### src/rtl/apb_master_xbar.sv
// apb_master_xbar: single-command APB requester with an integrated N-way slave
// decode. Commands arrive on a valid/ready port, run one SETUP/ACCESS transfer
// to the slave picked by the top address bits, and return one response strobe.
// Optional ACCESS-phase timeout: define APB_TIMEOUT_EN.
//
// Handshake: a command transfers on a rising PCLK edge where cmd_valid_i and
// cmd_ready_o are both high; cmd_ready_o is high only in IDLE and cmd_valid_i is
// ignored elsewhere. rsp_valid_o is a one-cycle strobe with no backpressure.
module apb_master_xbar #(
    parameter int DATA_W      = 8,
    parameter int ADDR_W      = 9,
    parameter int NUM_SLAVES  = 2,
    parameter int TIMEOUT_CYC = 16
) (
    input  logic                         PCLK,
    input  logic                         PRESET,
    input  logic                         cmd_valid_i,
    output logic                         cmd_ready_o,
    input  logic                         cmd_write_i,
    input  logic [ADDR_W-1:0]            cmd_addr_i,
    input  logic [DATA_W-1:0]            cmd_wdata_i,
    output logic                         rsp_valid_o,
    output logic [DATA_W-1:0]            rsp_rdata_o,
    output logic                         rsp_err_o,
    output logic [NUM_SLAVES-1:0]        PSEL_o,
    output logic                         PENABLE_o,
    output logic                         PWRITE_o,
    output logic [ADDR_W-1:0]            PADDR_o,
    output logic [DATA_W-1:0]            PWDATA_o,
    input  logic [NUM_SLAVES-1:0]        PREADY_i,
    input  logic [NUM_SLAVES*DATA_W-1:0] PRDATA_i,
    input  logic [NUM_SLAVES-1:0]        PSLVERR_i
);

    localparam int SEL_BITS = $clog2(NUM_SLAVES);
    // A single slave needs no select bits; keep a 1-bit index so vectors stay legal.
    localparam int SEL_W = (SEL_BITS > 0) ? SEL_BITS : 1;
    localparam logic [SEL_W:0] NUM_SLAVES_W = (SEL_W+1)'(NUM_SLAVES);

    // Parameter range check at elaboration.
    if (NUM_SLAVES < 1 || NUM_SLAVES > 16 || TIMEOUT_CYC < 1) begin : g_param_check
        $error("apb_master_xbar: NUM_SLAVES must be 1..16 and TIMEOUT_CYC >= 1");
    end

    typedef enum logic [1:0] {
        IDLE   = 2'd0,
        SETUP  = 2'd1,
        ACCESS = 2'd2,
        RESP   = 2'd3
    } state_t;

    state_t             state_q, state_d;
    logic               pwrite_q, pwrite_d;
    logic [ADDR_W-1:0]  paddr_q, paddr_d;
    logic [DATA_W-1:0]  pwdata_q, pwdata_d;
    logic [SEL_W-1:0]   idx_q, idx_d;
    logic [DATA_W-1:0]  rdata_q, rdata_d;
    logic               err_q, err_d;

    logic [SEL_W-1:0]   cmd_idx;
    logic               cmd_mapped;
    logic               sel_ready;
    logic               sel_err;
    logic [DATA_W-1:0]  sel_rdata;

    // Slave index comes from the top address bits; one slave takes everything.
    if (SEL_BITS == 0) begin : g_single
        assign cmd_idx = '0;
    end else begin : g_multi
        assign cmd_idx = cmd_addr_i[ADDR_W-1 -: SEL_BITS];
    end

    assign cmd_mapped = ({1'b0, cmd_idx} < NUM_SLAVES_W);

    // Return-path mux: only the latched slave's PREADY/PSLVERR/PRDATA matter.
    always_comb begin
        sel_ready = 1'b0;
        sel_err   = 1'b0;
        sel_rdata = '0;
        for (int k = 0; k < NUM_SLAVES; k++) begin
            if (idx_q == SEL_W'(k)) begin
                sel_ready = PREADY_i[k];
                sel_err   = PSLVERR_i[k];
                sel_rdata = PRDATA_i[k*DATA_W +: DATA_W];
            end
        end
    end

`ifdef APB_TIMEOUT_EN
    localparam int CNT_W = $clog2(TIMEOUT_CYC + 1);
    logic [CNT_W-1:0] cnt_q, cnt_d;
    logic             timeout_hit;

    // Count ACCESS cycles without PREADY; restart while in SETUP.
    always_comb begin
        cnt_d = cnt_q;
        if (state_q == SETUP) begin
            cnt_d = '0;
        end else if (state_q == ACCESS && !sel_ready) begin
            cnt_d = cnt_q + CNT_W'(1);
        end
    end

    assign timeout_hit = (cnt_d == CNT_W'(TIMEOUT_CYC));

    // Timeout counter register.
    always_ff @(posedge PCLK or posedge PRESET) begin
        if (PRESET) begin
            cnt_q <= '0;
        end else begin
            cnt_q <= cnt_d;
        end
    end
`endif

    // State and transfer registers.
    always_ff @(posedge PCLK or posedge PRESET) begin
        if (PRESET) begin
            state_q  <= IDLE;
            pwrite_q <= 1'b0;
            paddr_q  <= '0;
            pwdata_q <= '0;
            idx_q    <= '0;
            rdata_q  <= '0;
            err_q    <= 1'b0;
        end else begin
            state_q  <= state_d;
            pwrite_q <= pwrite_d;
            paddr_q  <= paddr_d;
            pwdata_q <= pwdata_d;
            idx_q    <= idx_d;
            rdata_q  <= rdata_d;
            err_q    <= err_d;
        end
    end

    // Next state, command latch and response capture.
    always_comb begin
        state_d  = state_q;
        pwrite_d = pwrite_q;
        paddr_d  = paddr_q;
        pwdata_d = pwdata_q;
        idx_d    = idx_q;
        rdata_d  = rdata_q;
        err_d    = err_q;
        case (state_q)
            IDLE: begin
                if (cmd_valid_i) begin
                    pwrite_d = cmd_write_i;
                    paddr_d  = cmd_addr_i;
                    pwdata_d = cmd_wdata_i;
                    idx_d    = cmd_idx;
                    if (cmd_mapped) begin
                        state_d = SETUP;
                    end else begin
                        // Unmapped: answer immediately, the bus is never touched.
                        rdata_d = '0;
                        err_d   = 1'b1;
                        state_d = RESP;
                    end
                end
            end
            SETUP: begin
                state_d = ACCESS;
            end
            ACCESS: begin
                if (sel_ready) begin
                    rdata_d = pwrite_q ? '0 : sel_rdata;
                    err_d   = sel_err;
                    state_d = RESP;
                end
`ifdef APB_TIMEOUT_EN
                else if (timeout_hit) begin
                    rdata_d = '0;
                    err_d   = 1'b1;
                    state_d = RESP;
                end
`endif
            end
            RESP: begin
                state_d = IDLE;
            end
            default: begin
                state_d = IDLE;
            end
        endcase
    end

    // Bus and handshake outputs decoded from state so reset drops them at once.
    always_comb begin
        cmd_ready_o = (state_q == IDLE);
        rsp_valid_o = (state_q == RESP);
        PENABLE_o   = (state_q == ACCESS);
        PSEL_o      = '0;
        if (state_q == SETUP || state_q == ACCESS) begin
            for (int k = 0; k < NUM_SLAVES; k++) begin
                PSEL_o[k] = (idx_q == SEL_W'(k));
            end
        end
    end

    assign PWRITE_o    = pwrite_q;
    assign PADDR_o     = paddr_q;
    assign PWDATA_o    = pwdata_q;
    assign rsp_rdata_o = rdata_q;
    assign rsp_err_o   = err_q;

endmodule

### config.mk
export PLATFORM = sky130hd
export DESIGN_NAME = apb_master_xbar
export DESIGN_NICKNAME = d
export VERILOG_FILES = /design/src/rtl/apb_master_xbar.sv
export SDC_FILE = /design/constraint.sdc
export NUM_CORES = 1
export LEC_CHECK = 0
export ABC_AREA = 1
export CORE_ASPECT_RATIO = 2
export CORE_UTILIZATION = 38
export DETAILED_ROUTE_END_ITERATION = 6
export PLACE_DENSITY = 0.77
export SLEW_MARGIN = 30
export SYNTH_ARGS = -nofsm -noshare
export SYNTH_HDL_FRONTEND = slang
export SYNTH_SLANG_ARGS = --single-unit
### constraint.sdc
create_clock -name PCLK -period 3.69 [get_ports PCLK]
set_input_delay 0.5535 -clock PCLK [delete_from_list [all_inputs] [get_ports PCLK]]
set_output_delay 0.5535 -clock PCLK [all_outputs]
set_load 0.01 [all_outputs]
==> key figures <==
Die
  • Effective utilization at floorplan: 40.5%
  • DIE WIDTH: 44.7 um
  • Area of the placeable core: 0.00342 mm^2
  • Floorplan die area: 0.00390 mm^2
  • Placement row count: 30
  • Die boundary height: 87.3 um
  • IO Count: 73

Critical path
  • Reg-to-reg critical path startpoint: state_q[0]$_DFFE_PP0P_
  • Delay of the slowest cell on the worst path: 0.66 ns
  • R2R cell count: 5
  • Worst setup path class: register to output port
  • Arr. time, crit path: 2.02 ns
  • Cell type group with the largest total delay on the critical path: buffers and inverters
  • Worst reg2reg setup slack: 1.64 ns
  • CP required: 3.14 ns
  • Critical Path End: cmd_ready_o
  • Sum of buffers and inverters on the critical path: 2
  • Worst Setup End Kind: output port
  • Crit path launch type: register
  • Critical path peak fanout: 20
  • Crit path launch: state_q[0]$_DFFE_PP0P_
  • Cell breakdown of the critical path: inv_1 > ha_1 > clkdlybuf4s50_1
  • Worst path depth: 3
  • Critical-path cell with the highest stage delay: sky130_fd_sc_hd__clkdlybuf4s50_1
  • Reg-to-reg critical path endpoint: PADDR_o[8]$_DFFE_PP0P_

Route
  • Final wirelength: 3390 um
  • Violation count after the first detailed-route iteration: 25
  • Overall via count from detail_route: 1309
  • Routed Antenna Nets: 0
  • Vias per Instance: 4.47
  • Routed length per instance: 11.6 um
  • Number of iterations in the first detailed-routing pass: 2
  • DR DRC count: 0

Logic synthesis
  • Number of instances in the synthesized netlist: 174
  • Distinct cell type count of the synthesized netlist: 16
  • Syn Nets: 219
  • Mean post-synth cell area: 7.95 um^2
  • Total standard cell area after synthesis: 0.00138 mm^2
  • Flip-flop and latch count after synthesis: 29
  • Sequential element share of the synthesized area: 52.4%
  • Synth warn: 0
  • Post-synthesis cell type with the largest combined area: sky130_fd_sc_hd__dfrtp_1
  • Area contributors post-synth: sky130_fd_sc_hd__dfrtp_1 52%, sky130_fd_sc_hd__nand2_1 20%, sky130_fd_sc_hd__nand3_1 6.9%
  • Yosys top cell area share: 52.4%

Pwr
  • Power density normalized to cell area: 771 mW/mm^2
  • Share of total power in combinational logic: 48.3%
  • Max IR drop VDD: 450 uV
  • Switching power: 0.000611 W
  • Switching power as a share of total power: 35.7%
  • Sequential cell fraction of total power: 32.1%
  • P_int: 0.00110 W
  • Static power due to leakage: 1.10 nW
  • Clock network fraction of total power: 19.6%

Placed design
  • Post-Place Setup Slack: 1.32 ns
  • Gp weighted congestion: 0.730
  • Count of port buffers added during placement: 72
  • Detailed placement HPWL: 2550 um
  • Placed cell area: 0.00210 mm^2
  • Post-placement cell count: 285

Global route
  • Gr usage total: 19.1%
  • Maximum number of pins on one net before global-route repair: 30
  • GRT overflow: 0
  • Global-route wire length before repair: 5380 um
  • Number of global-route vias before repair: 1244
  • Antenna violations before repair: 0

Layout
  • Fill cell count: 301
  • Antenna Diode Count: 0
  • Storage element area: 726 um^2
  • Nets: 289
  • Post-route standard cell area excluding fillers: 0.00222 mm^2
  • Final std cells w/o fill: 293
  • Multi-input combinational cell area: 561 um^2
  • Layout overhead on the synthesized area: 60.4%
  • Fraction of final layout cells with drive strength greater than 1: 5.31%

STA
  • Total negative slack: 0 ns
  • F_max: 389 MHz
  • Final critical-path setup slack: 1.12 ns
  • Final setup fails: 0
  • Shortest period the worst path allows: 2.57 ns
  • Final clock period utilization by the worst path: 69.6%
  • Worst Clk Skew: 0.00155 ns
  • Final max-slew violation count: 0
  • Number of hold violations in the final report: 0
  • Setup repair after global routing missed its margin: false
  • Headroom to the max-slew limit: 57.1%
  • Transition time of the tightest slew-check pin: 0.643 ns

CTS
  • Num CTS Buffers: 5
  • Setup bufs post-CTS: 0
  • Clock slew seen by the registers of the worst setup and hold paths: 0.06 ns
  • CTS Root Cell: sky130_fd_sc_hd__clkbuf_8
  • Clock insertion delay at the later pin of the skew report: 0.27 ns
  • PostCTS Resize Cnt: 0
  • CTS H-tree lvls: 2
  • Clock Sink Count: 29
  • Count of hold-fix buffers inserted at cts: 0
  • TritonCTS clock tree: done
  • Maximum number of buffers from clock root to sink: 2

Hold path
  • Type of the tightest min-delay check: register to register

Outcome
  • Run status: complete, no violations

Flow run
  • Count of max-cap constraint violations: 0
-- state kept, by name, summed over array words and instances, names as in the netlist --
name and cells:
PADDR_o 9, PWRITE_o 1, PWDATA_o 8, state_q 2, rsp_rdata_o 8, rsp_err_o 1
-- worst min-delay path: cells and delay by family, from the launching register on --
| family | cells | cell delay, ns |
|---|---|---|
| flip-flops | 1 | 0.34 |
| AND/OR/NAND/NOR | 2 | 0.09 |
-- synthesized netlist by cell type --
| master | number |
|---|---|
| sky130_fd_sc_hd__nand2_4 | 1 |
| sky130_fd_sc_hd__inv_1 | 7 |
| sky130_fd_sc_hd__nand2_2 | 1 |
| sky130_fd_sc_hd__nor2_1 | 19 |
| sky130_fd_sc_hd__buf_2 | 4 |
| sky130_fd_sc_hd__ha_1 | 4 |
| sky130_fd_sc_hd__nand2_1 | 72 |
| sky130_fd_sc_hd__nand3_1 | 19 |
| sky130_fd_sc_hd__buf_6 | 1 |
| sky130_fd_sc_hd__or2_2 | 1 |
| sky130_fd_sc_hd__a21oi_1 | 2 |
| sky130_fd_sc_hd__dfrtp_1 | 29 |
| sky130_fd_sc_hd__inv_4 | 1 |
| sky130_fd_sc_hd__inv_2 | 1 |
| sky130_fd_sc_hd__buf_4 | 4 |
| sky130_fd_sc_hd__o21ai_0 | 8 |
-- kinds of logic (layout without fill, tap and decap cells) --
family,after synthesis,after routing,synth area share (%)
AO/OA/AOI/OAI,10,10,3.62
adder cells (fa/ha/maj),4,4,3.62
buffers and inverters,18,89,7.05
flip-flops,29,29,52.4
AND/OR/NAND/NOR,113,113,33.3
-- routing by layer --
layer  wire (um)  track usage, %
met5           0               0
met4          64            7.44
met3         217            5.60
met2        1840            35.2
met1        1270            19.2
-- worst min-delay path by stage --
stage | from | endpoint | depth (start not counted)
floorplan | state_q[0]$_DFFE_PP0P_ | state_q[0]$_DFFE_PP0P_ | 2
global placement | PADDR_o[4]$_DFFE_PP0P_ | PADDR_o[4]$_DFFE_PP0P_ | 2
detailed placement | PADDR_o[3]$_DFFE_PP0P_ | PADDR_o[3]$_DFFE_PP0P_ | 2
CTS | PADDR_o[3]$_DFFE_PP0P_ | PADDR_o[3]$_DFFE_PP0P_ | 2
global route | PADDR_o[3]$_DFFE_PP0P_ | PADDR_o[3]$_DFFE_PP0P_ | 2
finish | PADDR_o[3]$_DFFE_PP0P_ | PADDR_o[3]$_DFFE_PP0P_ | 2
-- layout by cell type (no fill, tap or decap) --
cell type,synthesis,routed
sky130_fd_sc_hd__nand2_4,1,1
sky130_fd_sc_hd__clkbuf_8,0,6
sky130_fd_sc_hd__inv_4,1,1
sky130_fd_sc_hd__inv_1,7,6
sky130_fd_sc_hd__a21oi_1,2,2
sky130_fd_sc_hd__nor2_1,19,19
sky130_fd_sc_hd__clkbuf_1,0,1
sky130_fd_sc_hd__clkdlybuf4s50_1,0,72
sky130_fd_sc_hd__nand2_1,72,72
sky130_fd_sc_hd__nand2_2,1,1
sky130_fd_sc_hd__bufinv_16,0,1
sky130_fd_sc_hd__ha_1,4,4
sky130_fd_sc_hd__inv_2,1,2
sky130_fd_sc_hd__dfrtp_1,29,29
sky130_fd_sc_hd__or2_2,1,1
sky130_fd_sc_hd__o21ai_0,8,8
sky130_fd_sc_hd__nand3_1,19,19
-- per-stage QoR --
| stage | hold slack [ns] | util [%] | power [W] |
|---|---|---|---|
| 2_1_floorplan | 0.469 | - | 0.000997 |
| 3_3_place_gp | 0.457 | 61.6 | 0.00138 |
| 3_5_place_dp | 0.458 | 61.6 | 0.00140 |
| 4_1_cts | 0.474 | 65.0 | 0.00174 |
| 5_1_grt | 0.482 | 65.0 | 0.00185 |
| 6_report | 0.467 | 65.0 | 0.00171 |
-- power by group through the flow --
stage	sequential (W)	clock (W)	combinational, W
global placement	0.000554	0	0.000827
floorplan	0.000587	0	0.000411
detailed placement	0.000554	0	0.000841
CTS	0.000552	0.000343	0.000844
finish	0.000549	0.000334	0.000827
global route	0.000567	0.000359	0.000922
-- layout make-up --
cell class,instances,share of cell area (%)
flip-flops and latches,29,32.7
repair buffers,72,32.5
multi-input cells,127,25.3
clock buffers,7,3.89
well taps,48,2.71
inverters,9,1.63
clock inverters,1,1.35
No activity file was read; power rests on OpenSTA's default activity.
